<file path="src/rtl/ram_arbiter_pkg.sv">
// Shared types for the two-requester RAM port arbiter.
package ram_arbiter_pkg;

    typedef enum logic [1:0] {
        FREE  = 2'd0,
        LOCK0 = 2'd1,
        LOCK1 = 2'd2
    } state_t;

    localparam int CPU  = 0;
    localparam int HOST = 1;

endpackage

</file>
<file path="src/rtl/ram_arbiter_rr_pick2.sv">
// Two-way round-robin pick; ptr names the requester favoured on a tie.
module rr_pick2 (
    input  logic [1:0] req,
    input  logic       ptr,
    output logic [1:0] gnt
);

    assign gnt[0] = req[0] & (~req[1] | ~ptr);
    assign gnt[1] = req[1] & (~req[0] | ptr);

endmodule

</file>
<file path="src/rtl/ram_arbiter.sv">
// Shares one RAM port between CPU and host with round-robin and
// bounded burst locking; reads return one cycle after the grant.
module ram_arbiter
    import ram_arbiter_pkg::*;
#(
    parameter int AW        = 16,
    parameter int DW        = 4,
    parameter int MAX_BURST = 8
) (
    input  logic          clk,
    input  logic          rst,
    input  logic [1:0]    req,
    input  logic [1:0]    lock,
    input  logic [1:0]    we,
    input  logic [AW-1:0] addr0,
    input  logic [AW-1:0] addr1,
    input  logic [DW-1:0] wdata0,
    input  logic [DW-1:0] wdata1,
    output logic [1:0]    gnt,
    output logic [1:0]    rvalid,
    output logic [DW-1:0] rdata,
    output logic [AW-1:0] mem_addr,
    output logic [DW-1:0] mem_wdata,
    output logic          mem_we,
    output logic          mem_re,
    input  logic [DW-1:0] mem_rdata
);

    localparam int CW = $clog2(MAX_BURST + 1);
    localparam logic [CW-1:0] CMAX = CW'(MAX_BURST);

    state_t        state, state_n;
    logic          ptr, ptr_n;
    logic [CW-1:0] cnt, cnt_n;
    logic [1:0]    rr_gnt, gnt_c;
    logic          own, oth, locked;
    logic [AW-1:0] addr_q;
    logic [DW-1:0] wdata_q;

    rr_pick2 u_pick (
        .req (req),
        .ptr (ptr),
        .gnt (rr_gnt)
    );

    always_comb begin
        gnt_c   = 2'b00;
        state_n = FREE;
        cnt_n   = '0;
        ptr_n   = ptr;
        own     = (state == LOCK1);
        oth     = ~own;
        locked  = (state != FREE) && req[own] && lock[own];
        if (locked) begin
            if (req[oth] && cnt == CMAX) begin
                // burst exhausted while the other side waits: forced yield
                gnt_c[oth] = 1'b1;
                ptr_n      = own;
            end else begin
                gnt_c[own] = 1'b1;
                state_n    = state;
                ptr_n      = oth;
                cnt_n      = (cnt == CMAX) ? cnt : cnt + 1'b1;
            end
        end else begin
            gnt_c = rr_gnt;
            if (rr_gnt != 2'b00) begin
                ptr_n = rr_gnt[CPU];
                if (rr_gnt[CPU] && lock[CPU]) begin
                    state_n = LOCK0;
                    cnt_n   = CW'(1);
                end else if (rr_gnt[HOST] && lock[HOST]) begin
                    state_n = LOCK1;
                    cnt_n   = CW'(1);
                end
            end
        end
    end

    // Grant must vanish the moment reset is asserted.
    assign gnt = rst ? gnt_c : 2'b00;

    always_comb begin
        mem_we    = 1'b0;
        mem_re    = 1'b0;
        mem_addr  = addr_q;
        mem_wdata = wdata_q;
        if (gnt[HOST]) begin
            mem_addr  = addr1;
            mem_wdata = wdata1;
            mem_we    = we[HOST];
            mem_re    = ~we[HOST];
        end else if (gnt[CPU]) begin
            mem_addr  = addr0;
            mem_wdata = wdata0;
            mem_we    = we[CPU];
            mem_re    = ~we[CPU];
        end
    end

    always_ff @(posedge clk or negedge rst) begin
        if (!rst) begin
            state   <= FREE;
            ptr     <= 1'b0;
            cnt     <= '0;
            rvalid  <= 2'b00;
            rdata   <= '0;
            addr_q  <= '0;
            wdata_q <= '0;
        end else begin
            state   <= state_n;
            ptr     <= ptr_n;
            cnt     <= cnt_n;
            rvalid  <= gnt & ~we;
            if ((gnt & ~we) != 2'b00) begin
                rdata <= mem_rdata;
            end
            addr_q  <= mem_addr;
            wdata_q <= mem_wdata;
        end
    end

endmodule
</file>
<file path="config.mk">
export PLATFORM = sky130hd
export DESIGN_NAME = ram_arbiter
export DESIGN_NICKNAME = d
export VERILOG_FILES = /design/src/rtl/ram_arbiter_pkg.sv /design/src/rtl/ram_arbiter_rr_pick2.sv /design/src/rtl/ram_arbiter.sv
export SDC_FILE = /design/constraint.sdc
export NUM_CORES = 1
export LEC_CHECK = 0
export BUFFER_PORTS_ARGS = -buffer_cell sky130_fd_sc_hd__buf_4
export CAP_MARGIN = 0
export CORE_MARGIN = 10
export CORE_UTILIZATION = 30
export CTS_CLUSTER_DIAMETER = 120
export DETAILED_ROUTE_END_ITERATION = 12
export GPL_ROUTABILITY_DRIVEN = 1
export GPL_TIMING_DRIVEN = 0
export HOLD_SLACK_MARGIN = 0.15
export SETUP_SLACK_MARGIN = 0.1
export SLEW_MARGIN = 0
export SYNTH_ARGS = -nofsm -noshare
export SYNTH_HDL_FRONTEND = slang
export SYNTH_SLANG_ARGS = --single-unit
</file>
<file path="constraint.sdc">
create_clock -name clk -period 4.7 [get_ports clk]
set_clock_uncertainty 0.15 [all_clocks]
set_input_delay 0.235 -clock clk [delete_from_list [all_inputs] [get_ports clk]]
set_output_delay 0.235 -clock clk [all_outputs]
set_load 0.02 [all_outputs]
</file>
### Yosys cells after proc, flatten, opt, wreduce, memory -nomap -nowiden

Cells that the tools add are included.

| word-level totals | value |
|---|---|
| output and inout port bits | 30 |
| input bits | 52 |
| bits in registers | 33 |
| word-level logic and storage cells | 74 |

| cells by class | value |
|---|---|
| muxes and demuxes | 35 |
| reduce and logical (&&, ||, !) cells | 11 |
| bitwise operators | 12 |
| eq/ne operators | 4 |
| $add $sub $neg | 1 |
| order comparisons | 4 |

Operators by type and width:

| kind | count |
|---|---|
| 16-bit 2-to-1 mux | 2 |
| 4-bit 2-to-1 mux | 5 |
| 1-bit 2-to-1 mux | 18 |
| 2-bit 2-to-1 mux | 8 |
| 2-bit nonzero test | 4 |
| 1-bit logical AND | 7 |
| 1-bit inverter | 6 |
| 4-bit by 1-bit adder with 4-bit output, second input constant | 1 |
| 4-bit == test, second input constant | 1 |
| 1-bit by 2-bit less-than comparator with 1-bit output, second input constant | 2 |
| 3-bit by 2-bit != test with 1-bit output, second input constant | 1 |
| 1-bit bitwise AND | 2 |
| 2-bit bitwise AND | 1 |
| 1-bit demux with 1-bit select | 2 |
| 2-bit == test, second input constant | 1 |
| 1-bit >= comparator, second input constant | 2 |
| 2-bit by 1-bit != test with 1-bit output, second input constant | 1 |
| 2-bit inverter | 1 |
| 1-bit OR | 2 |

### Logic depth before layout (Yosys ltp)

Gate-level depths: netlist of run 1.

| depth | value |
|---|---|
| depth after elaboration | 11 |
| mapped depth | 9 |
| gate-level depth less buffers | 8 |

### Hierarchy

A second synthesis of run 1 with hierarchy kept.

| second synthesis, totals | value |
|---|---|
| cells, all modules | 133 |
| area, all modules | 1,740.4 um^2 |

By module, submodules not included:

| module | area an instance (um^2) | sequential area each (um^2) | instances | cells each |
|---|---|---|---|---|
| ram_arbiter | 1,721.7 | 825.8 | 1 | 130 |
| rr_pick2 | 18.8 | 0.0 | 1 | 3 |

### Worst setup path before layout of run 1

OpenSTA, ideal clock, no wires.

| timing path | value |
|---|---|
| kind | register to output |
| start | register cnt[0] |
| end | output port mem_addr[0] |
| required time | 4.315 ns |
| cell stages (with the launch flop) | 9 |
| arrival | 2.026 ns |
| path buffers | 1 |
| setup slack | 2.289 ns |
| path through | dfrtp_1 > inv_1 > ha_1 > and4b_4 > o22ai_4 > o221ai_4 > buf_6 > mux2_4 > mux2_4 |

| between the ends | value |
|---|---|
| cells in the longest elaborated chain, start to end | 7 |

Ends and longest elaborated chain:

| item | line | text |
|---|---|---|
| from (decl) | ram_arbiter.sv:34 | `logic [CW-1:0] cnt, cnt_n;` |
| from (signal assigned) | ram_arbiter.sv:113 | `cnt <= cnt_n;` |
| 4-bit == test (*) | ram_arbiter.sv:55 | `if (req[oth] && cnt == CMAX) begin` |
| 1-bit logical AND (*) | ram_arbiter.sv:55 |  |
| 2-bit 2-to-1 mux (*) | ram_arbiter.sv:55 |  |
| 2-bit 2-to-1 mux (*) | ram_arbiter.sv:54 | `if (locked) begin` |
| 2-bit 2-to-1 mux (*) | ram_arbiter.sv:81 | `assign gnt = rst ? gnt_c : 2'b00;` |
| 16-bit 2-to-1 mux | ram_arbiter.sv:93 | `end else if (gnt[CPU]) begin` |
| 16-bit 2-to-1 mux (*) | ram_arbiter.sv:88 | `if (gnt[HOST]) begin` |
| to (decl) | ram_arbiter.sv:22 | `output logic [AW-1:0] mem_addr,` |

Every way passes the cells marked *; elsewhere a longest branch is shown, timed or not.

### Final worst setup path of run 1

| timing path | value |
|---|---|
| start | register cnt[0] |
| end | output port mem_addr[4] |

Same word-level chain as after synthesis.

==> results.sh, run 1 <==
export IMPL_drtIter0Drc=31
export IMPL_whs_ns=0.1612
export IMPL_layout_commonest_cell="buf_4"
export IMPL_hold_start="req[0]"
export IMPL_hold_path_class="in2reg"
export IMPL_reg2reg_depth=9
export IMPL_status="complete, no violations"
export IMPL_drv_cap=0
export IMPL_synth_edf_count=0
export IMPL_cts_made_buffers=5
export IMPL_period_share=0.6380
export IMPL_antenna_cells=0
export IMPL_yosys_register_bits=33
export IMPL_cp_common_cell="mux2_4"
export IMPL_design_area_sq_um=3053
export IMPL_yosys_area_top_type="dfrtp_1"
export IMPL_ys_async_sr_fraction=1.000
export IMPL_ctsHoldBuffers=32
export IMPL_whs_path_depth=3
export IMPL_synth_flop_cell="dfrtp_1"
export IMPL_syn_area_sq_um=1912
export IMPL_grt_max_degree=37
export IMPL_fillCellCount=558
export IMPL_cts_sinks=33
export IMPL_critPathMaxStageDelay_ns=0.42
export IMPL_finalPower_mw=1.041
export IMPL_dp_slack_ns=1.983
export IMPL_wirelength_microns=5102
export IMPL_fp_dieH_microns=99.83
export IMPL_worst_slew_pin_slew_ns=0.6064
export IMPL_clkPwrFrac=0.269
export IMPL_num_vias=1544
export IMPL_stdcell_count=338
export IMPL_synthCells=140
export IMPL_pin_count=82
export IMPL_antenna_found_initial=0
export IMPL_r2r_end="addr_q[9]$_DFF_PN0_"
export IMPL_synth_warnings=0
export IMPL_start_util=0.3046
export IMPL_clock_root_buffer="clkbuf_8"
export IMPL_gr_total_overflow=0
export IMPL_grt_usage=0.1027
export IMPL_synth_net_count=194
export IMPL_antenna_left=0
export IMPL_slew_headroom=0.5915
export IMPL_final_cell_mix="buf_4 (81), dfrtp_1 (33), dlygate4sd3_1 (32), mux2_4 (29), mux2_1 (8)"
export IMPL_placed_cells=298
export IMPL_syn_to_final_growth_pct=59.69
export IMPL_clkLatencyLatePin_ns=0.28
export IMPL_p_leak_nw=1.526
export IMPL_grt_pass1_vias=1791
export IMPL_finalWorstSetupSlack_ns=1.701
export IMPL_final_util=0.4863
export IMPL_rsz0062_at_grt="no"
export IMPL_via_per_inst=4.568
export IMPL_ys_top_cells_by_area="dfrtp_1 (43%), mux2_4 (23%), mux2_1 (4.7%)"
export IMPL_tns_ns=0
export IMPL_dpl_hpwl_microns=3735
export IMPL_seq_area_sq_um=825.8
export IMPL_synth_area_per_cell_sq_um=13.66
export IMPL_die_area_sq_um=9966
export IMPL_crit_type="reg2out"
export IMPL_reg2reg_from="cnt[0]$_DFFE_PN0P_"
export IMPL_worstPathCellList="inv_1 > ha_1 > and4b_4 > o22ai_4 > o221ai_4 > buf_6 > mux2_4 > mux2_4 > buf_4"
export IMPL_synth_top_cell_area_share=0.4319
export IMPL_comb_power_share=0.392
export IMPL_drt_pass1_iterations=4
export IMPL_power_switching_uw=299.9
export IMPL_clk_transition_reported_paths_ns=0.07
export IMPL_htreeDepth=2
export IMPL_cts_setup_buffers=0
export IMPL_clock_path_buffers=2
export IMPL_hold_viol_final=0
export IMPL_portBuffers=81
export IMPL_crit_fanout=10
export IMPL_nets=314
export IMPL_end_kind="primary output"
export IMPL_core_rowCount=29
export IMPL_min_to="ptr$_DFFE_PN0P_"
export IMPL_max_freq_mhz=333.5
export IMPL_ctsResizeCount=0
export IMPL_setup_viol=0
export IMPL_cts_tree="yes"
export IMPL_drv_slew=0
export IMPL_vdd_drop_max_v=0.0001758
export IMPL_multi_input_area_sq_um=1015
export IMPL_seq_area_frac_synth=0.4319
export IMPL_critical_path_required_ns=4.32
export IMPL_seq_power_share=0.339
export IMPL_switching_share=0.2881
export IMPL_power_internal_uw=741.0
export IMPL_gp_congestion=0.7282
export IMPL_crit_arrival_ns=2.61
export IMPL_worst_path_max_delay_cell="dfrtp_1"
export IMPL_drc=0
export IMPL_postPlaceCellArea_sq_um=2616
export IMPL_core_sq_um=6277
export IMPL_rrSetupSlack_ns=1.74
export IMPL_critPathLaunchType="register"
export IMPL_cp_startpoint="cnt[0]$_DFFE_PN0P_"
export IMPL_drive_gt1_frac=0.5211
export IMPL_min_period_ns=2.999
export IMPL_wl_per_cell_microns=15.09
export IMPL_ys_types=37
export IMPL_power_density_nw_per_um2=340.9
export IMPL_die_w_microns=99.83
export IMPL_grt_pass1_wl_microns=8528
-- worst max path at each step --
| stage | endpoint | cells after the start |
|---|---|---|
| after floorplan | mem_addr[0] | 8 |
| after global placement | mem_addr[3] | 9 |
| after detailed placement | mem_addr[3] | 9 |
| after CTS | mem_addr[3] | 9 |
| after global routing | mem_addr[2] | 9 |
| final | mem_addr[4] | 9 |
-- cells in the mapped netlist, types with 2 or more instances --
library cell,instances
nand3b_1,2
nor3_1,4
a21oi_1,3
mux2_4,29
mux2i_1,2
a22o_1,2
dfrtp_1,33
nor2_1,6
nor2b_1,2
nand2_1,6
ha_1,2
mux2_1,8
mux2_2,7
nand3_1,2
inv_1,7
buf_6,4
-- cells by family after synthesis --
logic type	after synthesis	synth area share
adder cells (fa/ha/maj)	2	0.01309
multiplexers	46	0.3266
AO/OA/AOI/OAI	17	0.09556
flip-flops	33	0.4319
AND/OR/NAND/NOR	29	0.08639
XOR/XNOR	2	0.009164
buffers and inverters	11	0.03730
-- cell type report --
cell class / count / area share
clock buffer: 7 / 0.02828
timing repair buffer: 113 / 0.3041
sequential: 33 / 0.2705
multi-input combinational: 96 / 0.3324
clock inverter: 1 / 0.009836
buffer: 4 / 0.01475
inverter: 7 / 0.008607
tap: 77 / 0.03156
-- registers in the layout, indices dropped and copies added (netlist names) --
register,count
state,2
rdata,4
rvalid,2
cnt,4
wdata_q,4
addr_q,16
ptr,1
-- power groups by stage --
stage	combinational, mW	sequential [mW]	clock (mW)
after detailed placement	0.381	0.359	0
final	0.408	0.353	0.280
after CTS	0.413	0.354	0.290
after floorplan	0.226	0.367	0
after global placement	0.378	0.357	0
after global routing	0.440	0.359	0.298
-- metal layers --
metal,up-vias,global-route usage,part of all wire
met1,754,0.1114,0.40
met3,4,0.05632,0.11
li1,736,-,-
met4,0,0.02977,0.0061
met2,50,0.1687,0.48
met5,-,0,0
-- worst max-delay path: cells and delay by family, from the launching register on --
kind | cells | cell delay, ns
muxes | 2 | 0.58
and+or+nand+nor | 1 | 0.25
adders and majority gates | 1 | 0.18
AOI/OAI and AO/OA | 2 | 0.39
buffers and inverters | 3 | 0.49
DFF | 1 | 0.42
Power figures use the tool's default switching activity.
==> run 2, diff against run 1 <==
==> constraint.sdc (replaced) <==
create_clock -name clk -period 2.72 [get_ports clk]
set_clock_uncertainty 0.15 [all_clocks]
set_input_delay 0.136 -clock clk [delete_from_list [all_inputs] [get_ports clk]]
set_output_delay 0.136 -clock clk [all_outputs]
set_load 0.02 [all_outputs]
==> run 2 against run 1 <==
Compared with the run above: the run now ends with negative setup slack left; first-iteration DRC count is 13% lower; total power increased by 91%; sequential share of layout area down 4.1 points; hold slack improved by 0.018 ns; sequential power is 74% higher; wire length is 19% higher; combinational power rose by 120%; sequential cell count did not move; final cell count up 12%; worst setup slack lost 1.7 ns; critical endpoint is now mem_addr[8]; largest power group unchanged.
==> results.sh, run 2 (synthesis results as in run 1) <==
export IMPL_clkLatencyLatePin_ns=0.28
export IMPL_comb_power_share=0.450
export IMPL_dpl_hpwl_microns=3735
export IMPL_gp_congestion=0.7282
export IMPL_grt_most_used_layer="met2"
export IMPL_crit_arrival_ns=2.47
export IMPL_grt_usage=0.1193
export IMPL_grt_pass1_wl_microns=9804
export IMPL_via_per_inst=4.467
export IMPL_hold_path_class="in2reg"
export IMPL_switching_share=0.2835
export IMPL_core_rowCount=29
export IMPL_seq_power_share=0.309
export IMPL_clock_root_buffer="clkbuf_8"
export IMPL_min_period_ns=2.755
export IMPL_slew_headroom=0.5733
export IMPL_dp_slack_ns=0.1022
export IMPL_power_density_nw_per_um2=551.0
export IMPL_fillCellCount=517
export IMPL_antenna_cells=0
export IMPL_crit_type="reg2out"
export IMPL_placed_cells=298
export IMPL_die_w_microns=99.83
export IMPL_r2r_end="wdata_q[1]$_DFF_PN0_"
export IMPL_clk_transition_reported_paths_ns=0.07
export IMPL_period_share=1.013
export IMPL_drtIter0Drc=27
export IMPL_met2_usage=0.2071
export IMPL_rsz0062_at_grt="yes"
export IMPL_fp_dieH_microns=99.83
export IMPL_violations="negative setup slack"
export IMPL_grt_max_degree=34
export IMPL_power_switching_uw=562.9
export IMPL_finalWorstSetupSlack_ns=-0.03485
export IMPL_start_util=0.3046
export IMPL_stdcell_count=379
export IMPL_drv_cap=0
export IMPL_use_met1=0.1308
export IMPL_vdd_drop_max_v=0.0003001
export IMPL_critPathLaunchType="register"
export IMPL_final_cell_mix="buf_4 (79), dlygate4sd3_1 (46), mux2_4 (40), dfrtp_1 (33), buf_6 (29)"
export IMPL_reg2reg_depth=11
export IMPL_hold_viol_final=0
export IMPL_syn_to_final_growth_pct=88.48
export IMPL_portBuffers=81
export IMPL_drv_slew=0
export IMPL_num_vias=1693
export IMPL_wl_per_cell_microns=16.07
export IMPL_setup_viol=19
export IMPL_core_sq_um=6277
export IMPL_critPathMaxStageDelay_ns=0.40
export IMPL_gr_total_overflow=0
export IMPL_critical_path_required_ns=2.43
export IMPL_layout_commonest_cell="buf_4"
export IMPL_nets=355
export IMPL_cts_sinks=33
export IMPL_drc=0
export IMPL_worst_slew_pin_slew_ns=0.6334
export IMPL_rrSetupSlack_ns=0.18
export IMPL_tns_ns=-0.3902
export IMPL_min_to="addr_q[15]$_DFF_PN0_"
export IMPL_whs_path_depth=4
export IMPL_power_internal_mw=1.423
export IMPL_grt_pass1_vias=1994
export IMPL_pin_count=82
export IMPL_drt_pass1_iterations=4
export IMPL_reg2reg_from="cnt[0]$_DFFE_PN0P_"
export IMPL_wirelength_microns=6091
export IMPL_worstPathCellList="inv_2 > ha_4 > and4b_4 > o22ai_4 > o221ai_4 > buf_6 > buf_8 > mux2_4 > mux2_4 > buf_6"
export IMPL_hold_start="addr0[15]"
export IMPL_worst_path_max_delay_cell="dfrtp_1"
export IMPL_end_kind="primary output"
export IMPL_met3_usage=0.05082
export IMPL_die_area_sq_um=9966
export IMPL_cts_tree="yes"
export IMPL_p_leak_nw=1.818
export IMPL_antenna_found_initial=0
export IMPL_cts_made_buffers=5
export IMPL_cp_startpoint="cnt[0]$_DFFE_PN0P_"
export IMPL_drive_gt1_frac=0.5828
export IMPL_clkPwrFrac=0.241
export IMPL_largest_reg_flops=16
export IMPL_htreeDepth=2
export IMPL_largest_register="addr_q"
export IMPL_max_freq_mhz=363.0
export IMPL_status="finished with violations"
export IMPL_clock_path_buffers=2
export IMPL_crit_fanout=5
export IMPL_antenna_left=0
-- run 2: cell count changes in the layout (fill, tap and decap cells not counted), sizes merged --
cell	delta
dlygate4sd3	+14
buf	+27
-- run 2: power by group through the flow --
stage | clock [mW] | combinational [mW] | sequential (mW)
after floorplan | 0 | 0.391 | 0.635
after global placement | 0 | 0.654 | 0.617
after detailed placement | 0 | 0.659 | 0.621
after CTS | 0.501 | 0.872 | 0.612
after global routing | 0.515 | 0.952 | 0.623
final | 0.479 | 0.893 | 0.613
-- run 2: metrics by stage --
stage	hold WS, ns	power (mW)	utilization	instance area [sq um]
after floorplan	-0.3096	1.025	-	1912
after global placement	-0.009547	1.271	0.4168	2616
after detailed placement	-0.007316	1.280	0.4168	2616
after CTS	0.1617	1.985	0.5633	3536
after global routing	0.1843	2.090	0.5740	3603
final	0.1793	1.986	0.5740	3603
-- run 2: area by class of cell --
class / count / area [sq um] / area share
inverter: 7 / 26.28 / 0.007292
tap: 77 / 96.34 / 0.02674
clock inverter: 1 / 30.03 / 0.008333
clock buffer: 7 / 86.33 / 0.02396
timing repair buffer: 154 / 1405 / 0.3899
buffer: 4 / 57.56 / 0.01597
sequential: 33 / 825.8 / 0.2292
multi-input combinational: 96 / 1076 / 0.2986
-- run 2: layer usage --
| layer | part of all wire | wire [microns] |
|---|---|---|
| met5 | 0 | 0 |
| met4 | 0.0056 | 34 |
| met3 | 0.083 | 505 |
| met2 | 0.51 | 3132 |
| met1 | 0.40 | 2419 |
-- run 2: worst max path at each step --
stage | endpoint | slack [ns] | depth (start not counted)
global placement | mem_addr[3] | 0.11 | 9
global route | mem_addr[11] | -0.14 | 10
detailed placement | mem_addr[3] | 0.10 | 9
floorplan | addr_q[0]$_DFF_PN0_ | 0.40 | 8
CTS | mem_addr[8] | -0.07 | 10
finish | mem_addr[8] | -0.03 | 10
-- run 2: worst max-delay path: cells and delay by family (launching register included) --
kind,cells,cell delay (ns)
AO/OA/AOI/OAI,2,0.33
adder cells (fa/ha/maj),1,0.13
buffers and inverters,4,0.50
flip-flops,1,0.40
multiplexers,2,0.57
AND/OR/NAND/NOR,1,0.24
-- run 2: repair_timing --
item	in CTS	in global routing
gates cloned	2	0
endpoints found under the setup margin	21	22
endpoints found under the hold margin	61	0
resized for setup	44	6
setup buffers	17	8
hold buffers	47	0
pin swaps	3	3
